==> config.mk <==
export PLATFORM = sky130hd
export DESIGN_NAME = pan_ctrl
export DESIGN_NICKNAME = d
export VERILOG_FILES = /design/src/rtl/pan_pkg.sv /design/src/rtl/btn_debounce.sv /design/src/rtl/pan_ctrl.sv
export SDC_FILE = /design/constraint.sdc
export NUM_CORES = 1
export LEC_CHECK = 0
export BUFFER_PORTS_ARGS = -buffer_cell sky130_fd_sc_hd__buf_2
export CORE_ASPECT_RATIO = 0.8
export CORE_UTILIZATION = 35
export DETAILED_ROUTE_END_ITERATION = 8
export GPL_ROUTABILITY_DRIVEN = 0
export PLACE_DENSITY = 0.5
export SLEW_MARGIN = 15
export SYNTH_ARGS = -nofsm -noshare
export SYNTH_HDL_FRONTEND = slang
export SYNTH_HIERARCHICAL = 1
export SYNTH_SLANG_ARGS = --single-unit
==> constraint.sdc <==
create_clock -name clk_100MHz -period 2.3 [get_ports clk_100MHz]
set_input_delay 0.345 -clock clk_100MHz [delete_from_list [all_inputs] [get_ports clk_100MHz]]
set_output_delay 0.345 -clock clk_100MHz [all_outputs]
set_load 0.02 [all_outputs]
==> src/rtl/pan_pkg.sv <==
//------------------------------------------------------------------------------
// pan_pkg : shared constants for the pan controller (FSM codes, geometry).
// Rev 1.0 : initial release
//------------------------------------------------------------------------------
`default_nettype none

package pan_pkg;

  localparam int c_STATE_W = 2;
  localparam logic [c_STATE_W-1:0] c_ST_IDLE  = 2'd0;
  localparam logic [c_STATE_W-1:0] c_ST_PAN_R = 2'd1;
  localparam logic [c_STATE_W-1:0] c_ST_PAN_L = 2'd2;

  localparam int c_POS_W               = 9;
  localparam int c_STEP_PX             = 8;
  localparam int c_MAX_STEPS_DEF       = 240;
  localparam int c_DEBOUNCE_CYCLES_DEF = 1_000_000;

endpackage

`default_nettype wire

==> src/rtl/btn_debounce.sv <==
//------------------------------------------------------------------------------
// btn_debounce : 2-flop synchronizer followed by a consecutive-count debouncer.
// Rev 1.0 : initial release
//------------------------------------------------------------------------------
`default_nettype none

module btn_debounce
  import pan_pkg::*;
#(
  parameter int DEBOUNCE_CYCLES = c_DEBOUNCE_CYCLES_DEF
) (
  input  logic clk_100MHz,
  input  logic reset_n,
  input  logic btn,
  output logic db
);

  localparam int c_CNT_W = (DEBOUNCE_CYCLES > 1) ? $clog2(DEBOUNCE_CYCLES) : 1;
  localparam logic [c_CNT_W-1:0] c_CNT_LAST = c_CNT_W'(DEBOUNCE_CYCLES - 1);

  logic               r_sync1;
  logic               r_sync2;
  logic               r_stable;
  logic [c_CNT_W-1:0] r_cnt;

  always_ff @(posedge clk_100MHz or negedge reset_n) begin
    if (!reset_n) begin
      r_sync1 <= 1'b0;
      r_sync2 <= 1'b0;
    end else begin
      r_sync1 <= btn;
      r_sync2 <= r_sync1;
    end
  end

  // Any sample agreeing with the stable value restarts the run of disagreements.
  always_ff @(posedge clk_100MHz or negedge reset_n) begin
    if (!reset_n) begin
      r_cnt    <= '0;
      r_stable <= 1'b0;
    end else if (r_sync2 == r_stable) begin
      r_cnt <= '0;
    end else if (r_cnt == c_CNT_LAST) begin
      r_cnt    <= '0;
      r_stable <= r_sync2;
    end else begin
      r_cnt <= r_cnt + c_CNT_W'(1);
    end
  end

  assign db = r_stable;

endmodule

`default_nettype wire

==> src/rtl/pan_ctrl.sv <==
//------------------------------------------------------------------------------
// pan_ctrl : button-driven horizontal pan, one step per FRAME_DIV frames.
// Rev 1.0 : initial release
//------------------------------------------------------------------------------
`default_nettype none

module pan_ctrl
  import pan_pkg::*;
#(
  parameter int DEBOUNCE_CYCLES = c_DEBOUNCE_CYCLES_DEF,
  parameter int FRAME_DIV       = 1,
  parameter int MAX_STEPS       = c_MAX_STEPS_DEF
) (
  input  logic               clk_100MHz,
  input  logic               reset_n,
  input  logic               btn_r,
  input  logic               btn_l,
  input  logic               frame_tick,
  output logic               shift_r,
  output logic               shift_l,
  output logic [c_POS_W-1:0] pan_pos,
  output logic               at_limit_l,
  output logic               at_limit_r
);

  localparam int c_DIV_W = (FRAME_DIV > 1) ? $clog2(FRAME_DIV) : 1;
  localparam logic [c_DIV_W-1:0] c_DIV_LAST = c_DIV_W'(FRAME_DIV - 1);
  localparam logic [c_POS_W-1:0] c_MAX_POS  = c_POS_W'(MAX_STEPS);

  logic                 w_db_r;
  logic                 w_db_l;
  logic [c_STATE_W-1:0] r_state;
  logic [c_STATE_W-1:0] w_state_next;
  logic [c_DIV_W-1:0]   r_div;
  logic                 w_step_r;
  logic                 w_step_l;
  logic [c_POS_W-1:0]   w_pos_next;
  logic [c_POS_W-1:0]   r_pan_pos;
  logic                 r_at_limit_l;
  logic                 r_at_limit_r;
  logic                 r_shift_r;
  logic                 r_shift_l;

  btn_debounce #(.DEBOUNCE_CYCLES(DEBOUNCE_CYCLES)) u_db_r (
    .clk_100MHz (clk_100MHz),
    .reset_n    (reset_n),
    .btn        (btn_r),
    .db         (w_db_r)
  );

  btn_debounce #(.DEBOUNCE_CYCLES(DEBOUNCE_CYCLES)) u_db_l (
    .clk_100MHz (clk_100MHz),
    .reset_n    (reset_n),
    .btn        (btn_l),
    .db         (w_db_l)
  );

  always_ff @(posedge clk_100MHz or negedge reset_n) begin
    if (!reset_n) r_state <= c_ST_IDLE;
    else          r_state <= w_state_next;
  end

  // Reversal always lands in IDLE first, so direction changes cost one cycle.
  always_comb begin
    w_state_next = r_state;
    case (r_state)
      c_ST_IDLE: begin
        if (w_db_r && !w_db_l && !r_at_limit_r)
          w_state_next = c_ST_PAN_R;
        else if (w_db_l && !w_db_r && !r_at_limit_l)
          w_state_next = c_ST_PAN_L;
      end
      c_ST_PAN_R: begin
        if (!w_db_r || w_db_l || r_at_limit_r)
          w_state_next = c_ST_IDLE;
      end
      c_ST_PAN_L: begin
        if (!w_db_l || w_db_r || r_at_limit_l)
          w_state_next = c_ST_IDLE;
      end
      default: w_state_next = c_ST_IDLE;
    endcase
  end

  always_comb begin
    w_step_r   = 1'b0;
    w_step_l   = 1'b0;
    w_pos_next = r_pan_pos;
    case (r_state)
      c_ST_PAN_R: w_step_r = frame_tick && (r_div == '0) && !r_at_limit_r;
      c_ST_PAN_L: w_step_l = frame_tick && (r_div == '0) && !r_at_limit_l;
      default: ;
    endcase
    if (w_step_r)
      w_pos_next = r_pan_pos + c_POS_W'(1);
    else if (w_step_l)
      w_pos_next = r_pan_pos - c_POS_W'(1);
  end

  // Every PAN entry comes from IDLE, so holding the divider at 0 there clears it on entry.
  always_ff @(posedge clk_100MHz or negedge reset_n) begin
    if (!reset_n)
      r_div <= '0;
    else if (r_state == c_ST_IDLE)
      r_div <= '0;
    else if (frame_tick)
      r_div <= (r_div == c_DIV_LAST) ? '0 : r_div + c_DIV_W'(1);
  end

  always_ff @(posedge clk_100MHz or negedge reset_n) begin
    if (!reset_n) begin
      r_pan_pos    <= '0;
      r_at_limit_l <= 1'b1;
      r_at_limit_r <= 1'b0;
      r_shift_r    <= 1'b0;
      r_shift_l    <= 1'b0;
    end else begin
      r_pan_pos    <= w_pos_next;
      r_at_limit_l <= (w_pos_next == '0);
      r_at_limit_r <= (w_pos_next == c_MAX_POS);
      r_shift_r    <= w_step_r;
      r_shift_l    <= w_step_l;
    end
  end

  assign shift_r    = r_shift_r;
  assign shift_l    = r_shift_l;
  assign pan_pos    = r_pan_pos;
  assign at_limit_l = r_at_limit_l;
  assign at_limit_r = r_at_limit_r;

endmodule

`default_nettype wire

# ---- Yosys cells after proc, flatten, opt, wreduce, memory -nomap -nowiden
# Cells that the tools add are included.
dict set report totals {
  regBits 62
  inputBits 5
  out_inout_bits 13
  word_cells 70
}
dict set report classes {
  add_sub_neg 5
  n_eq_ne 10
  muxes 16
  bitwise_logic 3
  n_reduce_logical 21
}
# cell count
set op_table {}
lappend op_table {{$mux 20} 4}
lappend op_table {{$add 20x1->20 const B} 2}
lappend op_table {{$eq 20x20->1 const B} 2}
lappend op_table {{$mux 9} 2}
lappend op_table {{$add 9x1->9 const B} 1}
lappend op_table {{$eq 9x8->1 const B} 1}
lappend op_table {{$logic_not 9->1} 1}
lappend op_table {{$sub 9x1->9 const B} 1}
lappend op_table {{$mux 2} 4}
lappend op_table {{$logic_and 1x1->1} 7}
lappend op_table {{$pmux 2 s3} 1}
lappend op_table {{$mux 1} 5}
lappend op_table {{$logic_not 1->1} 4}
lappend op_table {{$logic_or 1x1->1} 4}
lappend op_table {{$ne 2x2->1 const B} 2}
lappend op_table {{$reduce_and 2->1} 2}
lappend op_table {{$ne 3x3->1 const B} 1}
lappend op_table {{$not 1->1} 3}
lappend op_table {{$reduce_and 3->1} 1}
lappend op_table {{$eq 1x1->1} 2}
lappend op_table {{$eq 2x1->1 const B} 1}
lappend op_table {{$eq 2x2->1 const B} 1}
lappend op_table {{$logic_not 2->1} 1}
lappend op_table {{$reduce_bool 2->1} 1}
lappend op_table {{$add 1x1->1 const B} 1}

# ---- Depth between registers and ports, before layout
# Gate-level depths: netlist of run 1.
dict set report logic_depth {
  word_depth 7
  ltp_mapped 7
  ltp_nobuf 7
}

# ---- Hierarchy
# The synthesis of run 1 kept the hierarchy.
# module n_inst cells_each area_per_inst_um2 seq_area_each_um2
set by_module_without_submodules {}
lappend by_module_without_submodules {btn_debounce 2 108 1114.8 575.6}
lappend by_module_without_submodules {pan_ctrl 1 79 832.0 376.6}

# ---- Least setup slack after synthesis of run 1
# OpenSTA, ideal clock, no wires.
dict set report synth_path {
  path_kind {reg2reg}
  startpoint {reg r_pan_pos[0] (netlist: pan_pos[0])}
  endpoint {reg r_at_limit_r (netlist: at_limit_r)}
  setup_time_ns 0.101
  arrival_time_ns 1.990
  t_required_ns 2.199
  setup_slack_ns 0.209
  path_stages_with_launch 7
  n_path_buf 0
  synth_period_minus_slack_ns 2.091
  path_cell_list {dfrtp_1 inv_1 ha_1 nor2_1 a211o_2 or4_4 nor4_1}
}
dict set report synth_between {
  elab_chain_cells 4
  elab_cells_between_ends 5
  classes_between {add/sub (2); eq/ne (1); mux (2)}
}
# item line
set synth_rtl {}
lappend synth_rtl {{start: declaration} pan_ctrl.sv:38} ;# logic [c_POS_W-1:0] r_pan_pos;
lappend synth_rtl {{start signal: assignment} pan_ctrl.sv:118} ;# r_pan_pos <= w_pos_next;
lappend synth_rtl {{$sub 9x1->9} pan_ctrl.sv:97} ;# w_pos_next = r_pan_pos - c_POS_W'(1);
lappend synth_rtl {{$mux 9} pan_ctrl.sv:96} ;# else if (w_step_l)
lappend synth_rtl {{$mux 9 *} pan_ctrl.sv:94} ;# if (w_step_r)
lappend synth_rtl {{named net w_pos_next[1]} pan_ctrl.sv:37} ;# logic [c_POS_W-1:0] w_pos_next;
lappend synth_rtl {{$eq 9x8->1 *} pan_ctrl.sv:120} ;# r_at_limit_r <= (w_pos_next == c_MAX_POS);
lappend synth_rtl {{end signal: assignment} pan_ctrl.sv:120}
lappend synth_rtl {{end: declaration} pan_ctrl.sv:40} ;# logic r_at_limit_r;
# The timed path passes the listed nets; every way through them passes the cells marked *.
# A chain may end at the register's enable or synchronous reset.

# ---- Worst setup path after layout of run 1
dict set report layout_path {
  startpoint {reg r_pan_pos[1] (netlist: pan_pos[1])}
  endpoint {reg r_at_limit_r (netlist: at_limit_r)}
}
# The elaborated chain is that of the path after synthesis.

==> results of run 1 <==
[routing by layer]
layer,track usage,up-vias,part of all wire
li1,-,1116,-
met1,0.213,1050,0.54
met2,0.205,17,0.43
met3,0.0479,2,0.029
met4,0.0486,0,0.0038
met5,0,-,0
[registers in the layout (all words and copies together) (netlist names), 2 cells and up]
name and flops:
u_db_l/r_cnt 20, u_db_r/r_cnt 20, pan_pos 9, r_state 2
[per-stage QoR]
| step | hold slack [ns] | std cells | utilization | total power [mW] |
|---|---|---|---|---|
| floorplan | 0.0494 | 295 | - | 1.14 |
| global placement | 0.333 | 426 | 0.391 | 1.18 |
| detailed placement | 0.341 | 426 | 0.391 | 1.18 |
| CTS | 0.00518 | 442 | 0.416 | 2.24 |
| global route | 0.0198 | 442 | 0.417 | 2.29 |
| finish | 0.00332 | 442 | 0.417 | 2.20 |
[cell type report]
cell class / instances / share of cell area
sequential: 61 / 0.431
multi-input combinational: 216 / 0.412
timing repair buffer: 23 / 0.0403
tap: 112 / 0.0396
clock buffer: 9 / 0.0350
clock inverter: 7 / 0.0254
inverter: 14 / 0.0163
[where the power goes]
part | total (mW) | internal (mW) | leakage, nW | switching [mW]
clock network | 1.04 | 0.604 | 0.105 | 0.437
registers | 1.10 | 1.08 | 0.829 | 0.0120
logic | 0.0603 | 0.0194 | 0.555 | 0.0409
total | 2.20 | 1.71 | 1.49 | 0.490
[cell usage after synthesis, drive strengths merged (2+ instances only)]
| library cell | n | area, µm² |
|---|---|---|
| nand2 | 16 | 60.1 |
| mux2 | 2 | 22.5 |
| buf | 4 | 26.3 |
| nor3 | 15 | 75.1 |
| xor2 | 11 | 96.3 |
| nor4 | 15 | 106 |
| ha | 4 | 50.1 |
| nand4 | 12 | 118 |
| or3 | 9 | 56.3 |
| nand3 | 14 | 70.1 |
| mux2i | 4 | 40.0 |
| inv | 14 | 57.6 |
| or4 | 3 | 26.3 |
| nor2 | 41 | 154 |
| dfrtp | 60 | 1500 |
| o21ai | 10 | 57.6 |
| xnor2 | 25 | 219 |
| and4 | 5 | 43.8 |
| nor4b | 8 | 70.1 |
| and2 | 6 | 37.5 |
| nand4bb | 2 | 38.8 |
| and3 | 3 | 18.8 |
| a21oi | 5 | 25.0 |
[how the worst max path moves through the flow]
stage	from	to	slack, ns	cells after the start
2_1_floorplan	pan_pos[0]$_DFF_PN0_	at_limit_r$_DFF_PN0_	0.21	6
3_3_place_gp	pan_pos[1]$_DFF_PN0_	at_limit_l$_DFF_PN1_	0.15	7
3_5_place_dp	pan_pos[1]$_DFF_PN0_	at_limit_l$_DFF_PN1_	0.12	7
4_1_cts	pan_pos[1]$_DFF_PN0_	at_limit_l$_DFF_PN1_	0.08	7
5_1_grt	pan_pos[1]$_DFF_PN0_	at_limit_r$_DFF_PN0_	-0.007	6
6_report	pan_pos[1]$_DFF_PN0_	at_limit_r$_DFF_PN0_	0.13	6
[cells in the final DEF (no fill, tap or decap), types with 2 or more instances in the layout]
master,n
bufinv_16,2
nor4_2,2
xnor2_1,25
nand2_1,16
mux2i_1,4
xor2_1,11
o21ai_2,2
and4_1,5
buf_4,5
nand4_4,2
nand4_2,2
clkinvlp_4,2
buf_2,17
inv_1,12
a21oi_1,5
nor4b_1,7
or3_1,9
nor3_1,15
clkbuf_8,9
clkinv_2,3
nand4_1,8
o21ai_0,8
nor2_1,41
and2_1,6
or4_1,2
nor4_1,13
and3_1,3
dfrtp_1,60
nand3_1,14
ha_1,3
mux2_2,2
[kinds of logic (layout without fill, tap and decap cells)]
kind of cell | count (synthesis) | after routing | share of synthesized area
xor+xnor | 36 | 36 | 0.103
mux | 6 | 6 | 0.0204
compound gates | 20 | 20 | 0.0450
simple gates | 150 | 150 | 0.289
flops | 61 | 61 | 0.499
fa+ha+maj | 4 | 4 | 0.0163
buf+inv | 18 | 53 | 0.0274
==> results.py, run 1 <==
metrics = {
    "clock_network": {
        "cts.htree.levels": 3,
        "tritoncts": "yes",
        "clock_latency_ns": 0.34,
        "cts_hold_buf": 0,
        "clk_root_buffer_cell": "clkbuf_8",
        "cts_setup_buffers": 0,
        "clockBufferDepth": 2,
        "cts.sinks": 61,
        "numCtsBuffers": 9,
        "cts_resized": 0,
        "clk_pin_slew_ns": 0.07,
    },
    "route": {
        "wl_per_cell_um": 13.5,
        "drt-total-wl_um": 5980,
        "viasPerCell": 4.94,
        "drtPass1Iterations": 4,
        "drc": 0,
        "vias": 2185,
        "ant_nets": 0,
        "drt_iter0_markers": 68,
    },
    "floorplan": {
        "die_x_um": 107,
        "start_util": 0.361,
        "core_area_mm2": 0.00848,
        "die_h_um": 85.7,
        "io_pins": 18,
        "num_rows": 30,
        "die_area_mm2": 0.00913,
    },
    "critical_path": {
        "start_kind": "flop",
        "timing.rr.end": "at_limit_r$_DFF_PN0_",
        "critPathMaxStageDelay_ns": 0.51,
        "rrSetupSlack_ns": 0.13,
        "worstSetupPathType": "reg2reg",
        "worstRegToRegCells": 6,
        "path_buf_inv": 1,
        "critical_path_arrival_ns": 2.40,
        "cp_slowest_cell": "or4_4",
        "crit_chain": "inv_1 > ha_2 > nor2_1 > a211o_2 > or4_4 > nor4_1",
        "worstPathRequired_ns": 2.53,
        "cp_max_fo": 7,
        "crit_family": "simple AND/OR/NAND/NOR gates",
        "end_kind": "flop",
        "r2r-start": "pan_pos[1]$_DFF_PN0_",
    },
    "grt": {
        "grt_pass1_vias": 2060,
        "gr-total-overflow": 0,
        "grt_pass1_wl_um": 10400,
        "track_usage": 0.147,
        "antenna_found_initial": 0,
        "grt_max_degree": 62,
    },
    "power": {
        "power.leakage_nw": 1.49,
        "powerDensity_mw_per_mm2": 621,
        "vdd_ir_drop_max_mv": 0.637,
    },
    "finish": {
        "multi_input_area_mm2": 0.00146,
        "antennaDiodeCount": 0,
        "fin_area_mm2": 0.00354,
        "register_area_mm2": 0.00153,
        "area_delta_synth_final_pct": 15.7,
        "drive_above_1_share": 0.176,
        "nets": 334,
        "fillers": 863,
    },
    "status": {
        "status": "finished, final reports clean",
    },
    "timing": {
        "finalCriticalPeriod_ns": 2.17,
        "worst_pin_slew_ns": 0.561,
        "setup_slack_ns": 0.131,
        "maxSlewViolCount": 0,
        "setup_viol": 0,
        "hold_viol": 0,
        "finalCritPeriodShare": 0.943,
        "max_freq_ghz": 0.461,
        "worst_clock_skew_ns": 0.00813,
        "relSlewSlack": 0.622,
        "tns_ns": 0,
    },
    "synthesis": {
        "syn-num-nets": 304,
        "synth_edf_count": 0,
        "yosys_register_bits": 61,
        "async_flop_share": 1.00,
        "synth_cell_types": 39,
        "synthesis.instances": 295,
        "ys.warnings.count": 6,
        "ys.flop_type": "dfrtp_1",
        "syn_area_per_cell_um2": 10.4,
        "netlist_area_mm2": 0.00306,
        "synth_seq_area_share": 0.499,
    },
    "placement": {
        "dpl_worst_slack_ns": 0.124,
        "dpl.hpwl_um": 4080,
        "port_buffers": 17,
        "postPlaceCellArea_mm2": 0.00332,
    },
    "worst_hold_path": {
        "hold_class": "in2async",
    },
    "run": {
        "cap_violations": 0,
    },
}
Power figures use the tool's default switching activity.
==> inputs of run 2 (changes only) <==
--- a/config.mk
+++ b/config.mk
@@ -5,12 +5,12 @@
 export SDC_FILE = /design/constraint.sdc
 export NUM_CORES = 1
 export LEC_CHECK = 0
-export BUFFER_PORTS_ARGS = -buffer_cell sky130_fd_sc_hd__buf_2
+export BUFFER_PORTS_ARGS = -buffer_cell sky130_fd_sc_hd__buf_4
 export CORE_ASPECT_RATIO = 0.8
-export CORE_UTILIZATION = 35
+export CORE_UTILIZATION = 40
 export DETAILED_ROUTE_END_ITERATION = 8
 export GPL_ROUTABILITY_DRIVEN = 0
-export PLACE_DENSITY = 0.5
+export PLACE_DENSITY = 0.55
 export SLEW_MARGIN = 15
 export SYNTH_ARGS = -nofsm -noshare
 export SYNTH_HDL_FRONTEND = slang
==> results.py, run 2 (synthesis results as in run 1) <==
metrics = {
    "floorplan": {
        "die_h_um": 80.3,
        "num_rows": 28,
        "die_area_mm2": 0.00801,
        "start_util": 0.414,
        "die_x_um": 99.8,
        "io_pins": 18,
        "core_area_mm2": 0.00739,
    },
    "grt": {
        "grt_pass1_wl_um": 10700,
        "antenna_found_initial": 0,
        "grt_max_degree": 62,
        "grt_pass1_vias": 2160,
        "track_usage": 0.174,
        "gr-total-overflow": 0,
    },
    "clock_network": {
        "clockBufferDepth": 2,
        "clk_root_buffer_cell": "clkbuf_8",
        "cts_hold_buf": 0,
        "cts.sinks": 61,
        "numCtsBuffers": 9,
        "cts.htree.levels": 3,
        "clk_pin_slew_ns": 0.07,
        "clock_latency_ns": 0.32,
        "tritoncts": "yes",
    },
    "critical_path": {
        "r2r-start": "pan_pos[1]$_DFF_PN0_",
        "start_kind": "flop",
        "cp_max_fo": 7,
        "worstSetupPathType": "reg2reg",
        "path_buf_inv": 1,
        "rrSetupSlack_ns": 0.13,
        "end_kind": "flop",
        "critical_path_arrival_ns": 2.39,
        "worstRegToRegCells": 7,
        "crit_family": "simple AND/OR/NAND/NOR gates",
        "critPathMaxStageDelay_ns": 0.50,
        "cp_slowest_cell": "or4b_4",
        "timing.rr.end": "at_limit_r$_DFF_PN0_",
        "crit_chain": "inv_1 > ha_2 > or4b_4 > nor2_1 > a21oi_1 > xnor2_1 > nor4_1",
        "worstPathRequired_ns": 2.52,
    },
    "power": {
        "powerDensity_mw_per_mm2": 562,
        "power.leakage_nw": 1.48,
        "vdd_ir_drop_max_mv": 0.385,
    },
    "finish": {
        "postLayoutCoreUtil": 0.481,
        "final_cell_mix": "dfrtp_1, nor2_1, xnor2_1",
        "drive_above_1_share": 0.184,
        "final_common_cell": "dfrtp_1",
        "nets": 335,
        "area_delta_synth_final_pct": 16.2,
        "antennaDiodeCount": 0,
    },
    "placement": {
        "port_buffers": 17,
        "dpl_worst_slack_ns": -0.00128,
        "dpl.hpwl_um": 4240,
    },
    "timing": {
        "worst_pin_slew_ns": 0.774,
        "finalCriticalPeriod_ns": 2.17,
        "finalCritPeriodShare": 0.942,
        "max_freq_ghz": 0.461,
        "setup_slack_ns": 0.133,
        "relSlewSlack": 0.484,
        "tns_ns": 0,
        "setup_viol": 0,
        "hold_viol": 0,
        "maxSlewViolCount": 0,
        "worst_clock_skew_ns": 0.00645,
    },
    "route": {
        "drt_iter0_markers": 150,
        "drt-total-wl_um": 6060,
        "ant_nets": 0,
        "vias": 2212,
        "wl_per_cell_um": 13.9,
        "viasPerCell": 5.07,
        "drtPass1Iterations": 4,
        "drc": 0,
    },
    "worst_hold_path": {
        "hold_class": "in2async",
    },
    "status": {
        "status": "finished, final reports clean",
    },
    "run": {
        "cap_violations": 0,
    },
}
[run 2: where the power goes]
part	switching, mW	internal [mW]	leakage (nW)
combinational	0.0408	0.0176	0.562
sequential	0.0119	1.09	0.829
clock	0.394	0.449	0.0857
[run 2: worst register-to-register path: stages (launching register included)]
cell,delay [ns]
dfrtp_2,0.46
inv_1,0.12
ha_2,0.23
or4b_4,0.50
nor2_1,0.17
a21oi_1,0.10
xnor2_1,0.20
nor4_1,0.30
[run 2: routing by layer]
layer	global-route usage	share of wire	vias up
met4	0.0574	0.0092	0
met1	0.259	0.55	1059
met3	0.0470	0.026	7
li1	-	-	1121
met5	0	0	-
met2	0.239	0.42	25
[run 2: repair_timing]
item                       CTS  global route
cloned                       0             0
buffers inserted             0             0
pin swaps                    0             1
hold endpoints to repair     0             0
resized for setup            1             7
setup endpoints to repair    1             1
[run 2: metrics by stage]
step	std cells	cell area (µm²)	total power, mW	hold slack, ns
6_report	436	3560	2.00	0.0975
5_1_grt	436	3560	2.10	0.0941
4_1_cts	436	3530	2.04	0.102
3_5_place_dp	420	3350	1.18	0.336
3_3_place_gp	420	3350	1.18	0.332
2_1_floorplan	295	3060	1.14	0.0494
[run 2: how the worst max path moves through the flow]
stage,cells after the start,start,endpoint
CTS,7,pan_pos[1]$_DFF_PN0_,at_limit_l$_DFF_PN1_
finish,7,pan_pos[1]$_DFF_PN0_,at_limit_r$_DFF_PN0_
global placement,7,pan_pos[1]$_DFF_PN0_,at_limit_l$_DFF_PN1_
floorplan,6,pan_pos[0]$_DFF_PN0_,at_limit_r$_DFF_PN0_
global route,7,pan_pos[1]$_DFF_PN0_,at_limit_l$_DFF_PN1_
detailed placement,7,pan_pos[1]$_DFF_PN0_,at_limit_l$_DFF_PN1_
[run 2: final cells by class]
| type | count | area [µm²] |
|---|---|---|
| Fill cell | 710 | 3830 |
| Sequential cell | 61 | 1530 |
| Multi-Input combinational cell | 216 | 1480 |
| Timing Repair Buffer | 24 | 180 |
| Clock buffer | 13 | 159 |
| Tap cell | 105 | 131 |
| Inverter | 14 | 57.6 |
| Clock inverter | 3 | 20.0 |
==> inputs of run 3 (changes only) <==
==> constraint.sdc (replaced) <==
create_clock -name clk_100MHz -period 2.4 [get_ports clk_100MHz]
set_input_delay 0.36 -clock clk_100MHz [delete_from_list [all_inputs] [get_ports clk_100MHz]]
set_output_delay 0.36 -clock clk_100MHz [all_outputs]
set_load 0.01 [all_outputs]
==> results.py, run 3 (synthesis results as in run 1) <==
metrics = {
    "critical_path": {
        "start_kind": "flop",
        "cp_slowest_cell": "or4b_1",
        "path_buf_inv": 1,
        "end_kind": "flop",
        "critical_path_arrival_ns": 2.46,
        "crit_chain": "inv_1 > ha_1 > or4b_1 > nor3_1 > o21ai_0 > and2_1 > nor4b_1",
        "worstPathRequired_ns": 2.61,
        "crit_family": "simple AND/OR/NAND/NOR gates",
        "critPathMaxStageDelay_ns": 0.48,
        "worstSetupPathType": "reg2reg",
        "cp_max_fo": 7,
    },
    "route": {
        "drt_iter0_markers": 113,
        "drtPass1Iterations": 6,
        "wl_per_cell_um": 13.3,
        "drc": 0,
        "vias": 2180,
        "drt-total-wl_um": 5750,
        "ant_nets": 0,
        "viasPerCell": 5.05,
    },
    "grt": {
        "grt_max_degree": 62,
        "gr-total-overflow": 0,
        "antenna_found_initial": 0,
        "grt_pass1_wl_um": 10200,
        "grt_pass1_vias": 2126,
        "track_usage": 0.166,
    },
    "timing": {
        "worst_pin_slew_ns": 0.747,
        "hold_viol": 0,
        "rsz0062_at_grt": "false",
        "finalCriticalPeriod_ns": 2.25,
        "tns_ns": 0,
        "relSlewSlack": 0.502,
        "setup_slack_ns": 0.149,
        "max_freq_ghz": 0.444,
        "setup_viol": 0,
        "worst_clock_skew_ns": 0.00599,
        "maxSlewViolCount": 0,
        "finalCritPeriodShare": 0.938,
    },
    "worst_hold_path": {
        "hold_class": "in2async",
    },
    "floorplan": {
        "die_x_um": 99.8,
        "start_util": 0.414,
        "io_pins": 18,
        "die_area_mm2": 0.00801,
        "core_area_mm2": 0.00739,
        "die_h_um": 80.3,
        "num_rows": 28,
    },
    "finish": {
        "nets": 333,
        "fillers": 702,
        "final_common_cell": "dfrtp_1",
        "final_cell_mix": "dfrtp_1, nor2_1, xnor2_1",
        "postLayoutCoreUtil": 0.472,
        "antennaDiodeCount": 0,
        "area_delta_synth_final_pct": 13.9,
        "drive_above_1_share": 0.162,
        "fin_cells": 432,
    },
    "placement": {
        "dp.cells": 418,
        "dpl.hpwl_um": 4010,
        "dpl_worst_slack_ns": 0.218,
        "port_buffers": 17,
    },
    "power": {
        "powerDensity_mw_per_mm2": 525,
        "vdd_ir_drop_max_mv": 0.332,
        "power.leakage_nw": 1.45,
    },
    "clock_network": {
        "cts.sinks": 61,
        "clk_root_buffer_cell": "clkbuf_8",
        "cts_hold_buf": 0,
        "clk_pin_slew_ns": 0.07,
        "tritoncts": "yes",
        "cts_resized": 0,
        "clock_latency_ns": 0.32,
        "cts_setup_buffers": 0,
        "cts.htree.levels": 3,
        "numCtsBuffers": 9,
        "clockBufferDepth": 2,
    },
    "status": {
        "status": "finished, final reports clean",
    },
    "run": {
        "cap_violations": 0,
    },
}
## run 3: final timing paths
path,start,end,slack (ns),cells past startpoint
worst max-delay path,pan_pos[1]$_DFF_PN0_,at_limit_l$_DFF_PN1_,0.15,7
worst min-delay path,reset_n,u_db_l/r_cnt[6]$_DFF_PN0_,0.10,1
worst max register to register,pan_pos[1]$_DFF_PN0_,at_limit_l$_DFF_PN1_,0.15,7
worst min register to register,u_db_l/r_sync1$_DFF_PN0_,u_db_l/r_sync2$_DFF_PN0_,0.35,0
max in group asynchronous,reset_n,u_db_r/r_cnt[19]$_DFF_PN0_,1.80,1
min in group clk_100MHz,btn_r,u_db_r/r_sync1$_DFF_PN0_,0.14,1
## run 3: layout make-up
type / count / area (µm²) / area share
clock buffers: 9 / 124 / 0.0355
clock inverters: 5 / 30.0 / 0.00861
multi-input cells: 216 / 1450 / 0.416
flip-flops and latches: 61 / 1530 / 0.438
inverters: 14 / 57.6 / 0.0165
repair buffers: 22 / 165 / 0.0474
well taps: 105 / 131 / 0.0377
## run 3: where the power goes
group | internal [mW] | leakage (nW) | total [mW] | switching (mW)
combinational | 0.0170 | 0.547 | 0.0556 | 0.0386
sequential | 1.04 | 0.829 | 1.05 | 0.0109
clock | 0.356 | 0.0767 | 0.722 | 0.366
total | 1.41 | 1.45 | 1.83 | 0.415
## run 3: layer usage
layer  GRT usage  up-vias  part of all wire
li1            -     1110                 -
met1       0.244     1026              0.53
met2       0.222       40              0.42
met3      0.0513        4             0.043
met4      0.0647        0            0.0073
met5           0        -                 0
## run 3: through the flow
step | power (mW) | cell area (µm²) | hold slack, ns
after floorplan | 1.09 | 3060 | 0.0644
after global placement | 1.13 | 3330 | 0.332
after detailed placement | 1.13 | 3330 | 0.340
after CTS | 1.88 | 3490 | 0.113
after global routing | 1.93 | 3490 | 0.110
final | 1.83 | 3490 | 0.105
